===== src/rtl/ethernet_frame_builder_pkg.sv =====
// Shared types and helpers for the Ethernet TX frame builder.
//   eth_tx_header_t  : one header descriptor (dst/src MAC, EtherType, 802.1Q tag)
//   builder_state_t  : frame builder FSM states
//   low_lane_mask()  : keep mask with the low n lanes set
//   header_bytes()   : wire-order header bytes, byte i in bits [8i+7:8i]
package ethernet_frame_builder_pkg;

  localparam int          ETH_HDR_BYTES  = 14;
  localparam int          VLAN_TAG_BYTES = 4;
  localparam logic [15:0] ETH_TPID_VLAN  = 16'h8100;

  typedef struct packed {
    logic [47:0] dst_mac;
    logic [47:0] src_mac;
    logic [15:0] ethertype;
    logic        vlan_present;
    logic [15:0] vlan_tci;
  } eth_tx_header_t;

  typedef enum logic [1:0] {
    ST_IDLE,
    ST_HDR,
    ST_PAYLOAD,
    ST_TAIL
  } builder_state_t;

  function automatic logic [7:0] low_lane_mask(input logic [3:0] n);
    logic [7:0] m;
    m = '0;
    for (int i = 0; i < 8; i++) begin
      if (i < int'(n)) m[i] = 1'b1;
    end
    return m;
  endfunction

  // Up to 18 header bytes. Untagged headers leave bytes 14..17 zero.
  function automatic logic [143:0] header_bytes(input eth_tx_header_t h,
                                                input logic [15:0] tpid);
    logic [143:0] b;
    b = '0;
    for (int i = 0; i < 6; i++) begin
      b[8*i +: 8]     = h.dst_mac[8*(5-i) +: 8];
      b[8*(6+i) +: 8] = h.src_mac[8*(5-i) +: 8];
    end
    if (h.vlan_present) begin
      b[96 +: 8]  = tpid[15:8];
      b[104 +: 8] = tpid[7:0];
      b[112 +: 8] = h.vlan_tci[15:8];
      b[120 +: 8] = h.vlan_tci[7:0];
      b[128 +: 8] = h.ethertype[15:8];
      b[136 +: 8] = h.ethertype[7:0];
    end else begin
      b[96 +: 8]  = h.ethertype[15:8];
      b[104 +: 8] = h.ethertype[7:0];
    end
    return b;
  endfunction

endpackage


===== src/rtl/ethernet_frame_builder_realigner.sv =====
// eth_byte_realigner: shifts payload bytes up by K lanes (K = 2 tagged,
// K = 6 untagged) behind the K header bytes still pending in the carry.
//   k_is_two              : 1 selects K = 2, 0 selects K = 6
//   load_en / load_carry  : preload carry with the trailing header bytes
//   shift_en              : payload beat accepted; carry takes its top K bytes
//   in_data / in_keep     : current payload beat
//   merged_*              : carry + payload beat, keep trimmed for a last beat
//   merged_fits           : last beat fits in one output beat (n + K <= 8)
//   tail_data / tail_keep : leftover carry beat after an overflowing last beat
module eth_byte_realigner
  import ethernet_frame_builder_pkg::*;
(
  input  logic        clk,
  input  logic        rst_n,
  input  logic        k_is_two,
  input  logic        load_en,
  input  logic [47:0] load_carry,
  input  logic        shift_en,
  input  logic [63:0] in_data,
  input  logic [7:0]  in_keep,
  output logic [63:0] merged_data,
  output logic [7:0]  merged_keep,
  output logic        merged_fits,
  output logic [63:0] tail_data,
  output logic [7:0]  tail_keep
);

  logic [47:0] carry_reg;
  logic [47:0] carry_next;
  logic [2:0]  tail_cnt_reg;
  logic [3:0]  lane_sum;
  logic [63:0] raw_data;

  // Payload bytes plus pending header bytes on this beat (max 8 + 6).
  assign lane_sum    = 4'($countones(in_keep)) + (k_is_two ? 4'd2 : 4'd6);
  assign merged_fits = (lane_sum <= 4'd8);
  assign merged_keep = merged_fits ? low_lane_mask(lane_sum) : 8'hFF;
  assign tail_keep   = low_lane_mask({1'b0, tail_cnt_reg});
  assign carry_next  = k_is_two ? {32'd0, in_data[63:48]} : in_data[63:16];

  for (genvar gi = 0; gi < 8; gi++) begin : g_lane
    logic [7:0] lane_k2;
    logic [7:0] lane_k6;
    if (gi < 2) begin : g_k2_carry
      assign lane_k2 = carry_reg[8*gi +: 8];
    end else begin : g_k2_in
      assign lane_k2 = in_data[8*(gi-2) +: 8];
    end
    if (gi < 6) begin : g_k6_carry
      assign lane_k6 = carry_reg[8*gi +: 8];
      assign tail_data[8*gi +: 8] = tail_keep[gi] ? carry_reg[8*gi +: 8] : 8'h00;
    end else begin : g_k6_in
      assign lane_k6 = in_data[8*(gi-6) +: 8];
      // Tail never exceeds 6 bytes, so the top lanes are always empty.
      assign tail_data[8*gi +: 8] = 8'h00;
    end
    assign raw_data[8*gi +: 8]    = k_is_two ? lane_k2 : lane_k6;
    // Lanes past the last valid byte carry stale input bytes; zero them.
    assign merged_data[8*gi +: 8] = merged_keep[gi] ? raw_data[8*gi +: 8] : 8'h00;
  end

  always_ff @(posedge clk or negedge rst_n) begin
    if (!rst_n) begin
      carry_reg    <= '0;
      tail_cnt_reg <= '0;
    end else if (load_en) begin
      carry_reg <= load_carry;
    end else if (shift_en) begin
      carry_reg    <= carry_next;
      // Only meaningful when the last beat overflows (lane_sum > 8).
      tail_cnt_reg <= 3'(lane_sum - 4'd8);
    end
  end

endmodule


===== src/rtl/ethernet_frame_builder.sv =====
// ethernet_frame_builder: prepends a 14/18-byte Ethernet header to a payload
// AXI-Stream and emits the wire-order frame on a 64-bit AXI-Stream.
//   s_hdr_*   : header descriptor (dst/src MAC, EtherType, optional VLAN TCI)
//   s_axis_*  : payload stream, byte n in bits [8n+7:8n]
//   m_axis_*  : registered frame stream, same lane order
module ethernet_frame_builder
  import ethernet_frame_builder_pkg::*;
#(
  parameter int          DATA_WIDTH = 64,
  parameter logic [15:0] VLAN_TPID  = ETH_TPID_VLAN
) (
  input  logic                    clk,
  input  logic                    rst_n,
  input  logic                    s_hdr_valid,
  output logic                    s_hdr_ready,
  input  logic [47:0]             s_hdr_dst_mac,
  input  logic [47:0]             s_hdr_src_mac,
  input  logic [15:0]             s_hdr_ethertype,
  input  logic                    s_hdr_vlan_present,
  input  logic [15:0]             s_hdr_vlan_tci,
  input  logic [DATA_WIDTH-1:0]   s_axis_tdata,
  input  logic [DATA_WIDTH/8-1:0] s_axis_tkeep,
  input  logic                    s_axis_tvalid,
  output logic                    s_axis_tready,
  input  logic                    s_axis_tlast,
  output logic [DATA_WIDTH-1:0]   m_axis_tdata,
  output logic [DATA_WIDTH/8-1:0] m_axis_tkeep,
  output logic                    m_axis_tvalid,
  input  logic                    m_axis_tready,
  output logic                    m_axis_tlast
);

  if (DATA_WIDTH != 64) begin : g_width_check
    $error("ethernet_frame_builder supports DATA_WIDTH = 64 only");
  end

  builder_state_t state_reg;
  eth_tx_header_t hdr_reg;
  eth_tx_header_t hdr_in;
  eth_tx_header_t hdr_sel;
  logic           rdy_en_reg;
  logic [63:0]    m_data_reg;
  logic [7:0]     m_keep_reg;
  logic           m_valid_reg;
  logic           m_last_reg;

  logic [143:0] hdr_bytes;
  logic         adv;
  logic         hdr_hs;
  logic         pay_hs;
  logic         carry_load;
  logic [47:0]  carry_init;
  logic [63:0]  merged_data;
  logic [7:0]   merged_keep;
  logic         merged_fits;
  logic [63:0]  tail_data;
  logic [7:0]   tail_keep;

  assign m_axis_tdata  = m_data_reg;
  assign m_axis_tkeep  = m_keep_reg;
  assign m_axis_tvalid = m_valid_reg;
  assign m_axis_tlast  = m_last_reg;

  assign adv = m_axis_tready | ~m_valid_reg;

  // rdy_en_reg keeps both readies low while reset is asserted.
  assign s_hdr_ready   = rdy_en_reg & (state_reg == ST_IDLE) & adv;
  assign s_axis_tready = rdy_en_reg & (state_reg == ST_PAYLOAD) & adv;
  assign hdr_hs        = s_hdr_valid & s_hdr_ready;
  assign pay_hs        = s_axis_tvalid & s_axis_tready;

  assign hdr_in = '{dst_mac:      s_hdr_dst_mac,
                    src_mac:      s_hdr_src_mac,
                    ethertype:    s_hdr_ethertype,
                    vlan_present: s_hdr_vlan_present,
                    vlan_tci:     s_hdr_vlan_tci};

  // Beat 0 is formatted from the live descriptor at handshake; beat 1 and
  // the tagged carry come from the latched copy one cycle later.
  assign hdr_sel   = (state_reg == ST_IDLE) ? hdr_in : hdr_reg;
  assign hdr_bytes = header_bytes(hdr_sel, VLAN_TPID);

  // Carry is loaded on the cycle the FSM commits to PAYLOAD.
  assign carry_load = ((state_reg == ST_IDLE) & hdr_hs & ~s_hdr_vlan_present) |
                      ((state_reg == ST_HDR) & adv);
  assign carry_init = hdr_sel.vlan_present ? {32'd0, hdr_bytes[143:128]}
                                           : hdr_bytes[111:64];

  eth_byte_realigner u_realigner (
    .clk         (clk),
    .rst_n       (rst_n),
    .k_is_two    (hdr_reg.vlan_present),
    .load_en     (carry_load),
    .load_carry  (carry_init),
    .shift_en    (pay_hs),
    .in_data     (s_axis_tdata),
    .in_keep     (s_axis_tkeep),
    .merged_data (merged_data),
    .merged_keep (merged_keep),
    .merged_fits (merged_fits),
    .tail_data   (tail_data),
    .tail_keep   (tail_keep)
  );

  always_ff @(posedge clk or negedge rst_n) begin
    if (!rst_n) begin
      state_reg   <= ST_IDLE;
      hdr_reg     <= '0;
      rdy_en_reg  <= 1'b0;
      m_data_reg  <= '0;
      m_keep_reg  <= '0;
      m_valid_reg <= 1'b0;
      m_last_reg  <= 1'b0;
    end else begin
      rdy_en_reg <= 1'b1;
      // Output slot drained (or empty): clear it unless a new beat loads below.
      if (adv) begin
        m_data_reg  <= '0;
        m_keep_reg  <= '0;
        m_valid_reg <= 1'b0;
        m_last_reg  <= 1'b0;
      end
      case (state_reg)
        ST_IDLE: begin
          if (hdr_hs) begin
            hdr_reg     <= hdr_in;
            m_data_reg  <= hdr_bytes[63:0];
            m_keep_reg  <= 8'hFF;
            m_valid_reg <= 1'b1;
            state_reg   <= s_hdr_vlan_present ? ST_HDR : ST_PAYLOAD;
          end
        end
        ST_HDR: begin
          if (adv) begin
            m_data_reg  <= hdr_bytes[127:64];
            m_keep_reg  <= 8'hFF;
            m_valid_reg <= 1'b1;
            state_reg   <= ST_PAYLOAD;
          end
        end
        ST_PAYLOAD: begin
          if (pay_hs) begin
            m_data_reg  <= merged_data;
            m_valid_reg <= 1'b1;
            if (s_axis_tlast) begin
              m_keep_reg <= merged_keep;
              m_last_reg <= merged_fits;
              state_reg  <= merged_fits ? ST_IDLE : ST_TAIL;
            end else begin
              m_keep_reg <= 8'hFF;
            end
          end
        end
        ST_TAIL: begin
          if (adv) begin
            m_data_reg  <= tail_data;
            m_keep_reg  <= tail_keep;
            m_valid_reg <= 1'b1;
            m_last_reg  <= 1'b1;
            state_reg   <= ST_IDLE;
          end
        end
        default: state_reg <= ST_IDLE;
      endcase
    end
  end

endmodule

===== config.mk =====
export PLATFORM = sky130hd
export DESIGN_NAME = ethernet_frame_builder
export DESIGN_NICKNAME = d
export VERILOG_FILES = /design/src/rtl/ethernet_frame_builder_pkg.sv /design/src/rtl/ethernet_frame_builder_realigner.sv /design/src/rtl/ethernet_frame_builder.sv
export SDC_FILE = /design/constraint.sdc
export NUM_CORES = 1
export LEC_CHECK = 0
export CORE_MARGIN = 2
export CORE_UTILIZATION = 53
export DETAILED_ROUTE_END_ITERATION = 6
export PLACE_DENSITY = 0.95
export SYNTH_ARGS = -nofsm -noshare
export SYNTH_HDL_FRONTEND = slang
export SYNTH_SLANG_ARGS = --single-unit

===== constraint.sdc =====
create_clock -name clk -period 7.3 [get_ports clk]
set_input_delay 1.46 -clock clk [delete_from_list [all_inputs] [get_ports clk]]
set_output_delay 1.46 -clock clk [all_outputs]
set_load 0.05 [all_outputs]

==> flow_summary_export.csv, run 1 <==
group,metric,value,unit
synthesis,synth_area_leaders,"dfrtp_1 (44%), mux2i_1 (9.6%), nand2_1 (9.3%)",
sta,max_freq,186,MHz
detailed_routing,avgRoutedWirePerCell,23.0,µm
synthesis,synth_edf_count,0,
clocking,root_buffer,"clkbuf_16",
setup_path,r2r_start,"hdr_reg[16]",
global_routing,grt_pass1_wl,59200,µm
synthesis,async_flop_share,1.00,
setup_path,required,5840,ps
clocking,postCtsResizedCells,0,
floorplan,fp.dieW,148,µm
synthesis,ys_seq_elements,193,
global_routing,grt_pass1_vias,11000,
setup_path,critPathTopFamily,"buffers and inverters",
floorplan,start_util,0.540,
setup_path,arrival,3930,ps
sta,maxSlewViolCount,0,
global_routing,grtUsageTotal,0.347,
setup_path,r2r_cells,8,
floorplan,die-area,21800,µm²
run_status,violations,"design-rule violations",
place,placed_area,13800,µm²
pwr,ir_drop,247,µV
place,dpl.hpwl,25600,µm
synthesis,netlist.area_leader.share,0.442,
clocking,cts_buffer_depth,2,
detailed_routing,vias,10900,
synthesis,syn_area_per_cell,9.37,µm²
clocking,cts_made_buffers,17,
synthesis,mappedNetlistArea,10900,µm²
finish,syn_to_final_growth,31.7,%
setup_path,rrSetupSlack,3790,ps
setup_path,critPathKind,"in2out",
detailed_routing,wirelength,38400,µm
finish,largest_register_ffs,65,
finish,drive_above_1_share,0.0672,
setup_path,critPathCapture,"s_hdr_ready",
floorplan,rows,52,
job,cap_viol_max_count,0,
global_routing,grt-ovfl-total,0,
synthesis,synth_warnings,0,
pwr,power-per-cell-area,419,nW/µm²
finish,seq_area,4830,µm²
floorplan,coreArea,20200,µm²
finish,final_core_util,0.711,
setup_path,worstPathCellList,"clkdlybuf4s50_1 -> nand2b_1 -> and3_1 -> clkdlybuf4s50_1",
sta,relSlewSlack,0.164,
place,io_buffers,282,
clocking,cts_tree,"yes",
clocking,cts_hold_buf,0,
finish,fill_cells,1472,
setup_path,cp_max_fo,27,
global_routing,grt_start_max_net_pins,86,
place,pre_cts_slack,1680,ps
sta,hold_viol_final,0,
setup_path,cp.depth,4,
pwr,power,6040,µW
finish,fin_area,14400,µm²
detailed_routing,postRouteAntennaNets,0,
floorplan,die_y,148,µm
setup_path,start_kind,"primary input",
setup_path,critPathCaptureType,"output port",
clocking,insertion_delay,430,ps
sta,min_period_over_period,0.738,
synthesis,synth_cells,1166,
clocking,clock_sinks,193,
sta,tightest_slew,1250,ps
sta,period_minus_slack,5390,ps
global_routing,antenna_found_initial,2,
setup_path,crit_start,"m_axis_tready",
min_path,hold_class,"reg2reg",
sta,finalSetupViolCount,0,
finish,nets,1607,
clocking,clkTransAtPathRegs,70,ps
finish,multi_input_area,5580,µm²
detailed_routing,drc,8,
sta,setup_ws,1910,ps
detailed_routing,via_per_inst,6.52,
pwr,p_leak,0.00631,µW
setup_path,crit_top_cell,"clkdlybuf4s50_1",
place,gp_congestion,0.921,
setup_path,reg2reg_to,"m_axis_tdata[14]",
sta,finalClockSkew,12.2,ps
sta,fin_setup_tns,0,ps
detailed_routing,first_pass_iters,7,
detailed_routing,drt_iter0_markers,1175,
synthesis,synth.distinct_cells,60,
synthesis,seq_area_frac_synth,0.442,
setup_path,worst_path_max_delay_cell,"nand2b_1",
synthesis,synth_flop_cell,"dfrtp_1",
setup_path,crit_path_max_incr_delay,860,ps
run_status,status,"finished with violations",
clocking,htreeDepth,4,
floorplan,design.portCount,283,
synthesis,synth_nets,1386,
clocking,cts_setup_buffers,0,
setup_path,path_buf_inv,2,
synthesis,synth_top_area_cell,"dfrtp_1",
sta,rsz0062_at_grt,"false",
stage by stage:
step | hold WS [ps] | instances
2_1_floorplan | 447 | 1166
3_3_place_gp | 460 | 1638
3_5_place_dp | 470 | 1638
4_1_cts | 485 | 1669
5_1_grt | 496 | 1671
6_report | 484 | 1671
logic make-up (layout without fill, tap and decap cells):
| logic type | after synthesis | after routing | synth area share |
|---|---|---|---|
| muxes | 129 | 129 | 0.121 |
| xor gates and xnor gates | 4 | 4 | 0.00527 |
| AOI/OAI and AO/OA | 342 | 342 | 0.229 |
| DFF | 193 | 193 | 0.442 |
| and+or+nand+nor | 362 | 362 | 0.135 |
| other | 1 | 3 | 0.000343 |
| adders and majority gates | 13 | 13 | 0.0176 |
| buffers and inverters | 122 | 355 | 0.0506 |
layer usage:
layer,track usage,vias to the layer above,part of all wire,wire (µm)
li1,-,4726,-,-
met1,0.437,5223,0.37,14100
met2,0.569,794,0.48,18300
met3,0.0670,154,0.11,4160
met4,0.183,0,0.046,1780
met5,0,-,0,0
worst register-to-register path, stage by stage (launching register included):
cell      delay (ps)
dfrtp_4          920
inv_1            190
ha_1             340
ha_1             490
xor2_2           240
nor3b_1          220
mux2i_1          100
a21oi_1          630
o311ai_0         230
worst min-delay path by stage:
stage                  end        start  depth (start not counted)
3_5_place_dp    hdr_reg[4]   hdr_reg[4]                          2
3_3_place_gp   hdr_reg[15]  hdr_reg[15]                          2
2_1_floorplan   hdr_reg[9]   hdr_reg[9]                          2
5_1_grt         hdr_reg[4]   hdr_reg[4]                          2
4_1_cts         hdr_reg[4]   hdr_reg[4]                          2
6_report        hdr_reg[4]   hdr_reg[4]                          2
cells in the final DEF (no fill, tap or decap), types with 3 or more instances in the layout:
| master | instances |
|---|---|
| a32oi_1 | 8 |
| a211oi_1 | 9 |
| clkbuf_8 | 3 |
| a221oi_1 | 17 |
| clkbuf_16 | 17 |
| nor3_1 | 11 |
| a2bb2oi_1 | 9 |
| nor2_1 | 45 |
| mux2i_1 | 105 |
| ha_1 | 9 |
| inv_1 | 25 |
| nor2_4 | 3 |
| fa_1 | 4 |
| o311ai_0 | 9 |
| o21ai_1 | 3 |
| clkdlybuf4s50_1 | 281 |
| nand4_1 | 3 |
| o21ai_0 | 63 |
| o2bb2ai_1 | 8 |
| a211o_1 | 3 |
| dfrtp_1 | 192 |
| clkinv_4 | 3 |
| nand2_1 | 271 |
| a222oi_1 | 24 |
| and3_1 | 9 |
| a21oi_1 | 65 |
| a221o_1 | 16 |
| a22o_1 | 8 |
| a22oi_1 | 42 |
| buf_4 | 17 |
| a21o_1 | 5 |
| nand2b_1 | 5 |
| o32ai_1 | 3 |
| o21ai_2 | 3 |
| mux2_2 | 24 |
| o211ai_1 | 8 |
| o221ai_1 | 25 |
cell usage after synthesis, types with 3 or more instances:
library cell and instances:
nor3_1 11, ha_1 9, a2bb2oi_1 9, buf_1 3, nand2b_1 5, and3_1 9, nand2_1 271, o211ai_1 8
clkbuf_1 35, a211oi_1 9, o221ai_1 25, a21oi_1 65, inv_1 25, buf_4 6, a32oi_1 8, mux2_2 24
nand4_1 3, o311ai_0 9, a22o_1 8, o32ai_1 3, mux2i_1 105, o21ai_1 4, buf_2 52, dfrtp_1 193
nor2b_1 3, o2bb2ai_1 8, fa_1 4, a221o_1 16, a221oi_1 17, o21ai_2 3, a211o_1 3, a22oi_1 42
o21ai_0 63, a21o_1 5, a222oi_1 24, nor2_1 47
layout make-up:
cell class / instances / share of cell area
multi-input cells: 851 / 0.388
flip-flops and latches: 193 / 0.336
repair buffers: 299 / 0.205
clock buffers: 20 / 0.0317
well taps: 270 / 0.0235
clock inverters: 11 / 0.00895
inverters: 25 / 0.00652
diodes: 2 / 0.000348
report_power, final:
group          leakage, µW  switching (µW)  total, µW  internal [µW]
Clock             0.000283             424        949            525
Sequential         0.00247             425       1940           1520
Combinational      0.00355            1950       3140           1190
Total              0.00631            2800       6040           3230
Power figures use the tool's default switching activity.
==> run 2: changes to the inputs <==
- CORE_UTILIZATION: 53 -> 44
- PLACE_DENSITY: 0.95 -> 0.87
- clock period: 7.3 -> 4.4 ns (I/O delays scaled with it)
==> flow_summary_export.csv, run 2 (synthesis gave the netlist of run 1 again) <==
group,metric,value,unit
detailed_routing,avgRoutedWirePerCell,22.3,µm
setup_path,r2r_cells,6,
floorplan,fp.dieW,162,µm
floorplan,die_y,162,µm
setup_path,worst_path_max_delay_cell,"fa_2",
sta,min_period_over_period,0.965,
setup_path,start_kind,"primary input",
setup_path,rrSetupSlack,1210,ps
sta,relSlewSlack,0.161,
pwr,power-per-cell-area,695,nW/µm²
sta,fin_setup_tns,0,ps
clocking,cts_tree,"yes",
clocking,insertion_delay,440,ps
global_routing,grt-ovfl-total,0,
run_status,status,"complete, no violations",
setup_path,r2r_start,"state_reg[1]",
pwr,ir_drop,343,µV
min_path,hold_class,"reg2reg",
detailed_routing,via_per_inst,6.26,
global_routing,grtUsageTotal,0.297,
finish,drive_above_1_share,0.0896,
sta,period_minus_slack,4250,ps
detailed_routing,wirelength,39100,µm
floorplan,die-area,26100,µm²
setup_path,required,4750,ps
clocking,clock_sinks,193,
floorplan,coreArea,24300,µm²
setup_path,cp.depth,14,
floorplan,design.portCount,283,
sta,finalClockSkew,13.0,ps
setup_path,crit_start,"s_axis_tkeep[4]",
sta,finalSetupViolCount,0,
setup_path,critPathCaptureType,"flip-flop",
detailed_routing,drc,0,
place,gp_congestion,0.948,
finish,syn_to_final_growth,35.5,%
min_path,worstHoldStart,"hdr_reg[15]",
clocking,cts_made_buffers,17,
detailed_routing,vias,11000,
pwr,power,10300,µW
setup_path,worstPathCellList,"clkdlybuf4s50_1 -> ha_1 -> inv_1 -> fa_1 -> fa_1 -> inv_1 -> ha_1 -> fa_2 -> buf_4 -> nor2_1 -> and3_1 -> a32oi_4 -> a211oi_1 -> nor3_1",
sta,hold_viol_final,0,
setup_path,path_buf_inv,4,
global_routing,grt_start_max_net_pins,111,
global_routing,grt_pass1_wl,60700,µm
job,cap_viol_max_count,0,
finish,final_cell_mix,"clkdlybuf4s50_1 (279), nand2_1 (271), dfrtp_1 (192)",
sta,max_freq,235,MHz
finish,layout.cells.most_common,"clkdlybuf4s50_1",
global_routing,antenna_found_initial,1,
detailed_routing,drt_iter0_markers,1277,
place,dpl.hpwl,27200,µm
clocking,htreeDepth,4,
setup_path,arrival,4600,ps
setup_path,critPathKind,"in2reg",
floorplan,start_util,0.449,
clocking,cts_buffer_depth,2,
setup_path,crit_path_max_incr_delay,600,ps
setup_path,cp_max_fo,8,
setup_path,critPathTopFamily,"adder cells",
place,io_buffers,282,
clocking,root_buffer,"clkbuf_16",
finish,nets,1636,
finish,largest_register_ffs,65,
global_routing,grt_pass1_vias,11100,
clocking,clkTransAtPathRegs,70,ps
detailed_routing,postRouteAntennaNets,0,
setup_path,critPathCapture,"m_axis_tdata[1]",
sta,maxSlewViolCount,0,
pwr,p_leak,0.00649,µW
sta,tightest_slew,1260,ps
sta,rsz0062_at_grt,"true",
clocking,cts_hold_buf,0,
floorplan,rows,57,
detailed_routing,first_pass_iters,6,
setup_path,reg2reg_to,"m_axis_tdata[49]",
## run 2: cell count changes in the layout (fill, tap and decap cells not counted), moves of 2 or more
cell	previous run	this run
buf_4	17	41
buf_12	0	7
clkbuf_8	3	1
clkdlybuf4s50_1	281	279
inv_8	0	2
## run 2: worst min-delay path by stage
| stage | cells after the start | to | slack, ps |
|---|---|---|---|
| floorplan | 2 | hdr_reg[9] | 450 |
| global placement | 2 | hdr_reg[8] | 460 |
| detailed placement | 2 | hdr_reg[2] | 470 |
| CTS | 2 | hdr_reg[0] | 490 |
| global route | 2 | u_realigner.carry_reg[4] | 520 |
| finish | 2 | hdr_reg[15] | 490 |
## run 2: per-layer routing
metal | share of wire | wire [µm] | GRT usage
met1 | 0.38 | 14900 | 0.374
met2 | 0.48 | 18800 | 0.503
met3 | 0.10 | 3920 | 0.0555
met4 | 0.038 | 1500 | 0.121
met5 | 0 | 0 | 0
## run 2: cell type report
cell class / count / area, µm²
antenna: 1 / 2.50
multi-input combinational: 851 / 5580
timing repair buffer: 328 / 3250
clock buffer: 17 / 425
sequential: 193 / 4830
fill: 1991 / 9520
tap: 324 / 405
inverter: 25 / 93.8
clock inverter: 15 / 200
## run 2: tightest hold or removal path: stages, from the launching register on
cell,delay (ps)
dfrtp_1,340
nand2_1,50
nand2_1,60
## run 2: report_power, final
group	total (µW)	internal, µW	switching, µW
clock network	1690	916	775
registers	3190	2520	674
logic	5400	2130	3270
total	10300	5560	4720
## run 2: through the flow
stage	worst slack, ps	hold slack (ps)	util	std cells	area [µm²]
final	153	486	0.609	1754	14800
after global routing	-3.97	515	0.609	1754	14800
after CTS	92.2	486	0.607	1751	14800
after detailed placement	-357	467	0.581	1719	14100
after global placement	-284	457	0.581	1719	14100
after floorplan	326	447	-	1166	10900
## run 2: timing repair
action                     in CTS  in global routing
setup buffers                   0                  2
setup endpoints to repair       0                 21
resized for setup               0                  1
==> run 3: changes to the inputs <==
- SETUP_SLACK_MARGIN: not set -> 0.02
==> flow_summary_export.csv, run 3 (synthesis gave the netlist of run 1 again) <==
group,metric,value,unit
pwr,p_leak,0.00649,µW
global_routing,grtUsageTotal,0.297,
detailed_routing,wirelength,39100,µm
setup_path,crit_path_max_incr_delay,590,ps
global_routing,antenna_found_initial,1,
place,gp_congestion,0.948,
setup_path,critPathKind,"in2reg",
pwr,power-per-cell-area,695,nW/µm²
sta,tightest_slew,1270,ps
sta,finalSetupViolCount,0,
detailed_routing,first_pass_iters,7,
min_path,worstHoldStart,"hdr_reg[15]",
min_path,holdPathEnd,"hdr_reg[15]",
sta,max_freq,238,MHz
global_routing,grt_start_max_net_pins,111,
clocking,root_buffer,"clkbuf_16",
pwr,ir_drop,342,µV
place,dpl.hpwl,27200,µm
floorplan,coreArea,24300,µm²
clocking,clock_sinks,193,
sta,period_minus_slack,4210,ps
floorplan,die-area,26100,µm²
setup_path,critPathCaptureType,"flip-flop",
finish,nets,1636,
sta,rsz0062_at_grt,"false",
setup_path,rrSetupSlack,1220,ps
clocking,cts_made_buffers,17,
setup_path,r2r_cells,6,
floorplan,design.portCount,283,
finish,largest_register_ffs,65,
detailed_routing,wl_met2,19000,µm
setup_path,required,4740,ps
detailed_routing,postRouteAntennaNets,0,
clocking,clkTransAtPathRegs,70,ps
global_routing,grt_pass1_wl,60700,µm
clocking,cts_tree,"yes",
floorplan,start_util,0.449,
sta,min_period_over_period,0.956,
detailed_routing,drc,6,
sta,relSlewSlack,0.154,
floorplan,rows,57,
min_path,hold_class,"reg2reg",
job,cap_viol_max_count,0,
floorplan,fp.dieW,162,µm
sta,fin_setup_tns,0,ps
detailed_routing,wl_met3,3860,µm
global_routing,grt_pass1_vias,11100,
detailed_routing,drt_iter0_markers,1201,
finish,instances_no_fill,1754,
place,io_buffers,282,
setup_path,start_kind,"primary input",
clocking,cts_hold_buf,0,
finish,final_cell_mix,"clkdlybuf4s50_1 (279), nand2_1 (271), dfrtp_1 (192)",
sta,finalClockSkew,13.6,ps
run_status,violations,"design-rule violations",
finish,drive_above_1_share,0.0910,
place,placed_cells,1719,
sta,hold_viol_final,0,
setup_path,worstPathCellList,"clkdlybuf4s50_1 -> ha_1 -> inv_1 -> fa_1 -> fa_1 -> inv_1 -> ha_2 -> fa_2 -> buf_4 -> nor2_1 -> and3_1 -> a32oi_4 -> a211oi_1 -> nor3_1",
clocking,cts_buffer_depth,2,
detailed_routing,highest_layer,"met4",
clocking,htreeDepth,4,
detailed_routing,avgRoutedWirePerCell,22.3,µm
run_status,status,"finished with violations",
detailed_routing,via_per_inst,6.25,
clocking,insertion_delay,440,ps
floorplan,die_y,162,µm
finish,layout.cells.most_common,"clkdlybuf4s50_1",
min_path,hold-path-cell-count,2,
global_routing,grt-ovfl-total,0,
detailed_routing,met1_length,14900,µm
setup_path,cp_max_fo,8,
detailed_routing,vias,11000,
finish,syn_to_final_growth,35.5,%
sta,maxSlewViolCount,0,
setup_path,reg2reg_to,"m_axis_tdata[49]",
setup_path,r2r_start,"state_reg[1]",
setup_path,worst_path_max_delay_cell,"fa_2",
setup_path,arrival,4550,ps
## run 3: worst max path at each step
stage | startpoint | end | slack (ps) | cells past startpoint
finish | s_axis_tkeep[4] | m_axis_tdata[4] | 190 | 14
global route | s_axis_tkeep[4] | m_axis_tdata[6] | 70 | 14
CTS | s_axis_tkeep[4] | m_axis_tdata[22] | 90 | 13
detailed placement | s_axis_tkeep[4] | m_axis_tdata[22] | -360 | 13
global placement | s_axis_tkeep[4] | m_axis_tdata[23] | -280 | 13
floorplan | s_axis_tkeep[4] | m_axis_tdata[39] | 330 | 12
## run 3: power by group
part	leakage, µW	internal (µW)	switching, µW
sequential	0.00247	2520	671
combinational	0.00373	2130	3280
clock	0.000297	915	770
total	0.00649	5560	4720
## run 3: worst max-delay path, delay by kind of cell
kind	cells	cell delay (ps)
buf+inv	4	620
fa+ha+maj	5	2070
compound gates	2	490
simple gates	3	470
## run 3: area by class of cell
cell class              instances  area, µm²
fillers                      1988       9510
multi-input cells             851       5590
flip-flops and latches        193       4830
repair buffers                328       3250
clock buffers                  17        425
well taps                     324        405
clock inverters                15        200
inverters                      25       93.8
diodes                          1       2.50
## run 3: timing repair
action,4_1_cts,5_1_grt
gates resized for setup,0,3
endpoints found under the setup margin,0,25
buffers inserted,0,2
## run 3: metrics by stage
step / cell area [µm²] / total power, µW / hold slack [ps] / setup slack, ps / utilization
after floorplan: 10900 / 6670 / 447 / 326 / -
after global placement: 14100 / 8340 / 457 / -284 / 0.581
after detailed placement: 14100 / 8500 / 467 / -357 / 0.581
after CTS: 14800 / 10200 / 486 / 92.2 / 0.607
after global routing: 14800 / 10800 / 515 / 67.0 / 0.609
final: 14800 / 10300 / 486 / 192 / 0.609
## run 3: routing by layer
| layer | vias up | track usage |
|---|---|---|
| li1 | 4773 | - |
| met1 | 5310 | 0.374 |
| met2 | 788 | 0.503 |
| met3 | 96 | 0.0555 |
| met4 | 0 | 0.121 |
| met5 | - | 0 |
